<file path="src/rtl/mac_product_normalizer_if.sv">
// Handshake and data bundle between the multiplier mid stage, the normalizer and the accumulator.
// The slave modport is the normalizer's view. The master modport is the surrounding datapath's view.
interface mac_product_normalizer_if;
    logic        i_valid;
    logic        i_ready;
    logic        i_sign;
    logic [4:0]  i_exp;
    logic [17:0] i_mant;
    logic        o_valid;
    logic        o_ready;
    logic        o_sign;
    logic [5:0]  o_exp;
    logic [7:0]  o_mant;
    logic        o_zero;
    logic        o_uflow;

    modport slave (
        input  i_valid, i_sign, i_exp, i_mant, o_ready,
        output i_ready, o_valid, o_sign, o_exp, o_mant, o_zero, o_uflow
    );

    modport master (
        output i_valid, i_sign, i_exp, i_mant, o_ready,
        input  i_ready, o_valid, o_sign, o_exp, o_mant, o_zero, o_uflow
    );
endinterface

</file>
<file path="src/rtl/mac_product_normalizer.sv">
// Two-stage normalizer for raw MAC mantissa products (leading-one detect, shift, round, flush).
// Define MAC_NORM_RNE_EN for round-to-nearest-even; otherwise discarded bits are truncated.
module mac_product_normalizer (
    input logic                     clk,
    input logic                     rst_n,
    mac_product_normalizer_if.slave bus
);
    logic        s1_valid_q, s1_sign_q;
    logic [4:0]  s1_exp_q, s1_pos_q;
    logic [17:0] s1_mant_q;
    logic        s2_valid_q, s2_sign_q, s2_zero_q, s2_uflow_q;
    logic [5:0]  s2_exp_q;
    logic [7:0]  s2_mant_q;

    logic        s1_adv, s2_adv;
    logic [4:0]  lead_pos;
    logic [4:0]  shift_amt;
    logic [7:0]  mant_norm, mant_rnd;
    logic        round_up, carry;
    logic signed [6:0] exp_full;
    logic        s2_sign_d, s2_zero_d, s2_uflow_d;
    logic [5:0]  s2_exp_d;
    logic [7:0]  s2_mant_d;

    assign s2_adv = !s2_valid_q || bus.o_ready;
    assign s1_adv = !s1_valid_q || s2_adv;

    // Highest set bit wins; a zero mantissa leaves position 0 and is caught as o_zero later.
    always_comb begin
        lead_pos = '0;
        for (int k = 0; k < 18; k++) begin
            if (bus.i_mant[k]) lead_pos = 5'(k);
        end
    end

    always_comb begin
        shift_amt = s1_pos_q - 5'd7;
        if (s1_pos_q >= 5'd7) mant_norm = 8'(s1_mant_q >> shift_amt);
        else                  mant_norm = s1_mant_q[7:0] << (5'd7 - s1_pos_q);
    end

`ifdef MAC_NORM_RNE_EN
    logic [17:0] lost_bits;
    logic        guard, sticky;

    always_comb begin
        lost_bits = s1_mant_q & ~(18'h3FFFF << shift_amt);
        guard     = 1'b0;
        sticky    = 1'b0;
        if (s1_pos_q >= 5'd8) begin
            guard  = |(lost_bits & (18'd1 << (shift_amt - 5'd1)));
            sticky = |(lost_bits & ~(18'h3FFFF << (shift_amt - 5'd1)));
        end
        round_up = guard && (sticky || mant_norm[0]);
    end
`else
    assign round_up = 1'b0;
`endif

    // A carry out of 0xFF renormalizes to 0x80 and bumps the exponent; the flush test uses the bumped value.
    always_comb begin
        {carry, mant_rnd} = {1'b0, mant_norm} + {8'd0, round_up};
        if (carry) mant_rnd = 8'h80;
        exp_full = $signed({2'b00, s1_exp_q} + {2'b00, s1_pos_q} + {6'd0, carry} - 7'd7);

        s2_sign_d  = s1_sign_q;
        s2_exp_d   = exp_full[5:0];
        s2_mant_d  = mant_rnd;
        s2_zero_d  = 1'b0;
        s2_uflow_d = 1'b0;
        if (s1_mant_q == 18'd0) begin
            s2_sign_d = 1'b0;
            s2_exp_d  = '0;
            s2_mant_d = '0;
            s2_zero_d = 1'b1;
        end else if (exp_full < 0) begin
            s2_sign_d  = 1'b0;
            s2_exp_d   = '0;
            s2_mant_d  = '0;
            s2_zero_d  = 1'b1;
            s2_uflow_d = 1'b1;
        end
    end

    always_ff @(posedge clk or negedge rst_n) begin
        if (!rst_n) begin
            s1_valid_q <= 1'b0;
            s1_sign_q  <= 1'b0;
            s1_exp_q   <= '0;
            s1_pos_q   <= '0;
            s1_mant_q  <= '0;
            s2_valid_q <= 1'b0;
            s2_sign_q  <= 1'b0;
            s2_exp_q   <= '0;
            s2_mant_q  <= '0;
            s2_zero_q  <= 1'b0;
            s2_uflow_q <= 1'b0;
        end else begin
            if (s1_adv) begin
                s1_valid_q <= bus.i_valid;
                if (bus.i_valid) begin
                    s1_sign_q <= bus.i_sign;
                    s1_exp_q  <= bus.i_exp;
                    s1_pos_q  <= lead_pos;
                    s1_mant_q <= bus.i_mant;
                end
            end
            if (s2_adv) begin
                s2_valid_q <= s1_valid_q;
                if (s1_valid_q) begin
                    s2_sign_q  <= s2_sign_d;
                    s2_exp_q   <= s2_exp_d;
                    s2_mant_q  <= s2_mant_d;
                    s2_zero_q  <= s2_zero_d;
                    s2_uflow_q <= s2_uflow_d;
                end
            end
        end
    end

    assign bus.i_ready = s1_adv;
    assign bus.o_valid = s2_valid_q;
    assign bus.o_sign  = s2_sign_q;
    assign bus.o_exp   = s2_exp_q;
    assign bus.o_mant  = s2_mant_q;
    assign bus.o_zero  = s2_zero_q;
    assign bus.o_uflow = s2_uflow_q;
endmodule

</file>
<file path="src/flat_wrapper.sv">
// flat-port wrapper written by rule: the top's interface ports become plain ports
module mac_product_normalizer_flat 
  (clk, rst_n, bus_i_valid, bus_i_sign, bus_i_exp, bus_i_mant, bus_o_ready, bus_i_ready, bus_o_valid, bus_o_sign, bus_o_exp, bus_o_mant, bus_o_zero, bus_o_uflow);
  mac_product_normalizer_if bus_i ();
  input logic clk;
  input logic rst_n;
  input wire logic [$bits(bus_i.i_valid)-1:0] bus_i_valid;
  input wire logic [$bits(bus_i.i_sign)-1:0] bus_i_sign;
  input wire logic [$bits(bus_i.i_exp)-1:0] bus_i_exp;
  input wire logic [$bits(bus_i.i_mant)-1:0] bus_i_mant;
  input wire logic [$bits(bus_i.o_ready)-1:0] bus_o_ready;
  output wire logic [$bits(bus_i.i_ready)-1:0] bus_i_ready;
  output wire logic [$bits(bus_i.o_valid)-1:0] bus_o_valid;
  output wire logic [$bits(bus_i.o_sign)-1:0] bus_o_sign;
  output wire logic [$bits(bus_i.o_exp)-1:0] bus_o_exp;
  output wire logic [$bits(bus_i.o_mant)-1:0] bus_o_mant;
  output wire logic [$bits(bus_i.o_zero)-1:0] bus_o_zero;
  output wire logic [$bits(bus_i.o_uflow)-1:0] bus_o_uflow;
  assign bus_i.i_valid = bus_i_valid;
  assign bus_i.i_sign = bus_i_sign;
  assign bus_i.i_exp = bus_i_exp;
  assign bus_i.i_mant = bus_i_mant;
  assign bus_i.o_ready = bus_o_ready;
  assign bus_i_ready = bus_i.i_ready;
  assign bus_o_valid = bus_i.o_valid;
  assign bus_o_sign = bus_i.o_sign;
  assign bus_o_exp = bus_i.o_exp;
  assign bus_o_mant = bus_i.o_mant;
  assign bus_o_zero = bus_i.o_zero;
  assign bus_o_uflow = bus_i.o_uflow;
  mac_product_normalizer u_core (.clk(clk), .rst_n(rst_n), .bus(bus_i));
endmodule
</file>
<file path="config.mk">
export PLATFORM = sky130hd
export DESIGN_NAME = mac_product_normalizer_flat
export DESIGN_NICKNAME = d
export VERILOG_FILES = /design/src/rtl/mac_product_normalizer_if.sv /design/src/rtl/mac_product_normalizer.sv /design/src/flat_wrapper.sv
export SDC_FILE = /design/constraint.sdc
export NUM_CORES = 1
export LEC_CHECK = 0
export CAP_MARGIN = 20
export CORE_AREA = 2 2 94 96
export CTS_CLUSTER_SIZE = 8
export DETAILED_ROUTE_END_ITERATION = 16
export DIE_AREA = 0 0 96 98
export DONT_BUFFER_PORTS = 1
export GPL_TIMING_DRIVEN = 0
export HOLD_SLACK_MARGIN = 0.1
export PLACE_DENSITY = 0.51
export SLEW_MARGIN = 20
export SYNTH_ARGS = -nofsm -noshare
export SYNTH_HDL_FRONTEND = slang
export SYNTH_SLANG_ARGS = --single-unit
</file>
<file path="constraint.sdc">
create_clock -name clk -period 2.7 [get_ports clk]
set_input_delay 0.54 -clock clk [delete_from_list [all_inputs] [get_ports clk]]
set_output_delay 0.54 -clock clk [all_outputs]
set_load 0.01 [all_outputs]
</file>
---- After elaboration in Yosys (flattened, before gate mapping) ----
Cells that the tools add are included.
storage, ports and cells
  register bits ........................... 48
  word-level logic and storage cells ...... 53
operators by class
  add/subtract/negate cells ............... 4
  magnitude comparators ................... 2
  shift operators ......................... 2
  multiplexer cells ....................... 27
  reduce and logical (&&, ||, !) cells .... 7
operators with widths
  operator                                                                              number
  5-bit 2-to-1 mux                                                                      16
  8-bit 2-to-1 mux                                                                      3
  18-bit zero test                                                                      1
  18-bit by 5-bit >> shifter with 8-bit output                                          1
  6-bit 2-to-1 mux                                                                      2
  8-bit by 5-bit left shift with 8-bit output                                           1
  7-bit by 1-bit < comparator with 1-bit output (second input constant)                 1
  6-bit by 3-bit subtractor with 7-bit output (second input constant)                   1
  5-bit by 5-bit adder with 6-bit output                                                1
  1-bit 2-to-1 mux                                                                      6
  5-bit by 3-bit greater-or-equal comparator with 1-bit output (second input constant)  1
  3-bit by 5-bit subtractor with 5-bit output (first input constant)                    1
  5-bit by 3-bit subtractor with 5-bit output (second input constant)                   1
  2-bit AND reduction                                                                   2
  1-bit zero test                                                                       2
  1-bit logical OR                                                                      2

---- Longest topological paths before layout ----
  word-level depth ........................ 17
  depth in mapped cells ................... 12

---- Worst setup path after synthesis ----
OpenSTA, ideal clock, no wires.
  kind .................................... flip-flop to flip-flop
  from .................................... register u_core.s1_pos_q[4]
  to ...................................... register u_core.s2_mant_q[2] (netlist: u_core.bus.o_mant[2])
  setup time .............................. 0.090 ns
  arrival ................................. 2.098 ns
  required time ........................... 2.610 ns
  path slack .............................. 0.512 ns
  stages on the path, launching flop included .. 11
  path buffers ............................ 1
  clock period less this slack ............ 2.188 ns
  cell sequence ........................... dfrtp_1 > clkbuf_1 > inv_1 > ha_1 > inv_1 > ha_1 > o21a_1 > a21oi_1 > a211oi_2 > nand2_1 > o221ai_1
between the ends
  longest elaborated chain between the ends .. 5
  elaborated cells on any way between the ends .. 11
  those cells by class .................... 4 x add/sub; 2 x order compare; 2 x shift; 3 x mux
RTL lines
  item                                                                                      RTL line                                                    text
  start, declared                                                                           mac_product_normalizer.sv:9                                 logic [4:0] s1_exp_q, s1_pos_q;
  start signal, assigned                                                                    mac_product_normalizer.sv:104                               s1_pos_q <= lead_pos;
  5-bit by 5-bit adder with 6-bit output (tied with other cells)                            mac_product_normalizer.sv:64                                exp_full = $signed({2'b00, s1_exp_q} + {2'b00, s1_pos_q} + {6'd0, carry} - 7'd7);
  6-bit by 3-bit subtractor with 7-bit output (tied with other cells)                       mac_product_normalizer.sv:64
  7-bit by 1-bit < comparator with 1-bit output / 8-bit 2-to-1 mux (equally long branches)  mac_product_normalizer.sv:76, mac_product_normalizer.sv:38
  8-bit 2-to-1 mux (*)                                                                      mac_product_normalizer.sv:76                                end else if (exp_full < 0) begin
  8-bit 2-to-1 mux (*)                                                                      mac_product_normalizer.sv:71                                if (s1_mant_q == 18'd0) begin
  end signal, assigned                                                                      mac_product_normalizer.sv:113                               s2_mant_q <= s2_mant_d;
  end, declared                                                                             mac_product_normalizer.sv:13                                logic [7:0] s2_mant_q;
Every way passes the cells marked *; elsewhere a longest branch is shown, timed or not.
A chain may end at the register's enable or synchronous reset.

---- Final worst setup path ----
  from .................................... register u_core.s1_pos_q[1]
  to ...................................... register u_core.s2_mant_q[4] (netlist: u_core.bus.o_mant[4])
The elaborated chain is that of the path after synthesis.

==> impl_metrics.yaml <==
setup_path:
  critical_path_class: "reg2reg"
  critPathLaunchType: "flip-flop"
  worstPathArrival_ns: 2.62
  worst_ep_required_time_ns: 2.89
  cp-end-kind: "flip-flop"
  cp_max_fo: 10
clock_tree:
  cts_tree: "built"
  cts_buffer_depth: 2
  clkSlewWorstSetupHoldPaths_ns: 0.10
  cts-root-buf: "clkbuf_8"
  h-tree-depth: 2
  clock_latency_ns: 0.30
  cts_buffers: 5
  cts.sinks: 48
routing:
  wl_per_cell_um: 19.1
  drt_first_pass_iters: 4
  vias: 2410
  ant_nets: 0
  drt_iter0_markers: 172
  drc: 0
  viasPerCell: 5.68
  drt_wl_total_um: 8100
yosys:
  yosys.area.top_type: "dfrtp_1"
  synth-edff-count: 0
  synth-simple-area-share_pct: 11.1
  ys_ff_latch: 48
  yosysMostFrequentCell: "dfrtp_1"
  synthXorXnorAreaFrac_pct: 2.16
  syn_nets: 345
  synth-warning-count: 0
  yosys.area.top_type_share_pct: 36.5
  synth_top_family_by_area: "multiplexers"
  ys.flop_type: "dfrtp_1"
  synth-compound-area-share_pct: 14.8
  synthAdderAreaFrac_pct: 4.79
  ys_top_cells_by_count: "dfrtp_1 (48), mux2_2 (30), nand2_1 (28)"
  synth.area.top_cells: "dfrtp_1 (36%), mux2_2 (10%), mux2i_1 (8.2%)"
  syn_area_per_cell_um2: 10.8
  synth_mux_area_share_pct: 25.3
  postSynthCellCount: 305
  ys_types: 54
  async_reset_ff_share_pct: 100
  syn_area_mm2: 0.00329
  yosysSeqAreaShare_pct: 36.5
place:
  gp_congestion: 0.907
  portBuffers: 0
  placed_cell_area_mm2: 0.00343
  dp_hpwl_um: 6250
timing:
  finalSetupViolCount: 0
  rsz0062_at_grt: "no"
  slew_headroom_pct: 54.8
  finalHoldViolCount: 0
  maxSlewViolCount: 0
  period_minus_slack_ns: 2.43
  skew_ns: 0.00577
  max_freq_ghz: 0.411
  fin_crit_sh_pct: 90.1
  tns_ns: 0
  tightest_slew_ns: 0.661
power_and_ir_drop:
  p_per_area_mw_per_mm2: 696
  swShare_pct: 37.9
  pwr-share-seq_pct: 42.6
  p_clk_share_pct: 19.1
  ir_drop_mv: 0.200
  power_leakage_uw: 0.00153
  switching_power_uw: 945
  pwr-share-comb_pct: 38.3
  power_uw: 2490
  p_int_uw: 1550
cells_and_area:
  fin_area_mm2: 0.00358
  final_nets: 355
  n_antenna_cell: 0
  fillers: 806
  layout-drive-gt1-share_pct: 21.8
  areaGrowthSynthToFinish_pct: 8.74
die:
  die_w_um: 96
  die_area_mm2: 0.00941
  io_pins: 47
  coreArea_mm2: 0.00847
  rows: 34
  start_util_pct: 38.9
  die_h_um: 98
grt:
  grt_max_degree: 49
  grt_pass1_vias: 2551
  grt_pass1_wl_um: 13600
  grt_usage_pct: 18.7
  grt_antenna_before_repair: 0
  grt_remaining_overflow: 0
outcome:
  outcome: "complete, no violations"
min_path:
  hp-class: "in2reg"
job:
  drv_cap: 0
==> stage by stage <==
step	hold WS, ns	worst slack (ns)	cells	utilization [%]
final	0.326	0.267	424	42.3
after global routing	0.312	0.0988	424	42.3
after CTS	0.316	0.139	423	42.2
after detailed placement	0.245	0.00837	413	40.5
after global placement	0.246	0.0138	413	40.5
after floorplan	0.244	0.512	305	-
==> flip-flops by register name, indices dropped and copies added, names as in the netlist, 5 cells and up <==
signal and flops:
u_core.s1_mant_q 18, u_core.bus.o_mant 8, u_core.bus.o_exp 6, u_core.s1_exp_q 5
u_core.s1_pos_q 5
==> layout make-up <==
type                    instances  area, um^2  share of cell area (%)
plain buffers                  15         109                    3.04
clock buffers                   6        82.6                    2.31
clock inverters                 2        13.8                   0.384
inverters                      18        67.6                    1.89
multi-input cells             224        1930                    53.8
flip-flops and latches         48        1200                    33.5
well taps                     108         135                    3.77
repair buffers                  3        45.0                    1.26
==> path summary, 6_finish.rpt <==
kind                                    startpoint                    to  slack (ns)  cells after the start
min in group asynchronous                    rst_n   u_core.bus.o_exp[0]        0.74                      2
worst max-delay path            u_core.s1_pos_q[1]  u_core.bus.o_mant[4]        0.27                      7
worst max register to register  u_core.s1_pos_q[1]  u_core.bus.o_mant[4]        0.27                      7
max in group asynchronous                    rst_n   u_core.s1_mant_q[0]        1.74                      2
worst min register to register    u_core.s1_sign_q     u_core.bus.o_sign        0.50                      1
worst min-delay path                bus_i_mant[16]    u_core.s1_pos_q[1]        0.33                      1
==> power by group through the flow <==
stage               registers (uW)  clock network [uW]  logic (uW)
detailed placement            1080                   0         921
global placement              1070                   0         923
CTS                           1070                 488         951
finish                        1060                 476         954
global route                  1090                 522        1060
floorplan                     1030                   0         752
==> layout by cell type (no fill, tap or decap), types with 5 or more instances in the layout <==
| cell | Yosys | layout |
|---|---|---|
| o21ai_0 | 10 | 10 |
| buf_4 | 4 | 5 |
| nor4_1 | 5 | 5 |
| nand2b_1 | 5 | 5 |
| nand3b_1 | 5 | 5 |
| o221ai_1 | 5 | 5 |
| clkbuf_8 | 0 | 6 |
| a21oi_1 | 15 | 14 |
| mux2i_1 | 27 | 27 |
| mux4_2 | 10 | 10 |
| inv_1 | 16 | 16 |
| nor2_1 | 9 | 9 |
| ha_1 | 11 | 11 |
| nand2_1 | 28 | 28 |
| dfrtp_1 | 48 | 48 |
| mux2_2 | 30 | 30 |
==> cell families after synthesis <==
| group | count (synthesis) |
|---|---|
| multiplexers | 67 |
| flip-flops | 48 |
| XOR/XNOR | 6 |
| adder cells (fa/ha/maj) | 12 |
| AND/OR/NAND/NOR | 70 |
| AO/OA/AOI/OAI | 69 |
| buffers and inverters | 33 |
==> timing repair <==
action                     CTS  global route
hold buffers                 2             0
hold endpoints to repair    48             0
setup endpoints to repair    1             3
gates resized for setup      1             1
setup buffers                0             1
pin swaps                    0             1
==> critical path: stages, from the launching register on <==
cell and delay, ns:
dfrtp_1 0.49, ha_1 0.40, buf_6 0.20, mux2i_1 0.32, mux2i_1 0.15, mux2_2 0.28
a221oi_1 0.37, o21ai_1 0.09
==> metal layers <==
layer | wire length, um | vias up | part of all wire, % | track usage (%)
met4 | 83 | 0 | 1.0 | 4.40
met5 | 0 | - | 0 | 0
li1 | - | 1170 | - | -
met1 | 3910 | 1166 | 48 | 27.5
met2 | 3710 | 67 | 46 | 28.4
met3 | 395 | 7 | 4.9 | 3.40
No activity file was read; power rests on OpenSTA's default activity.
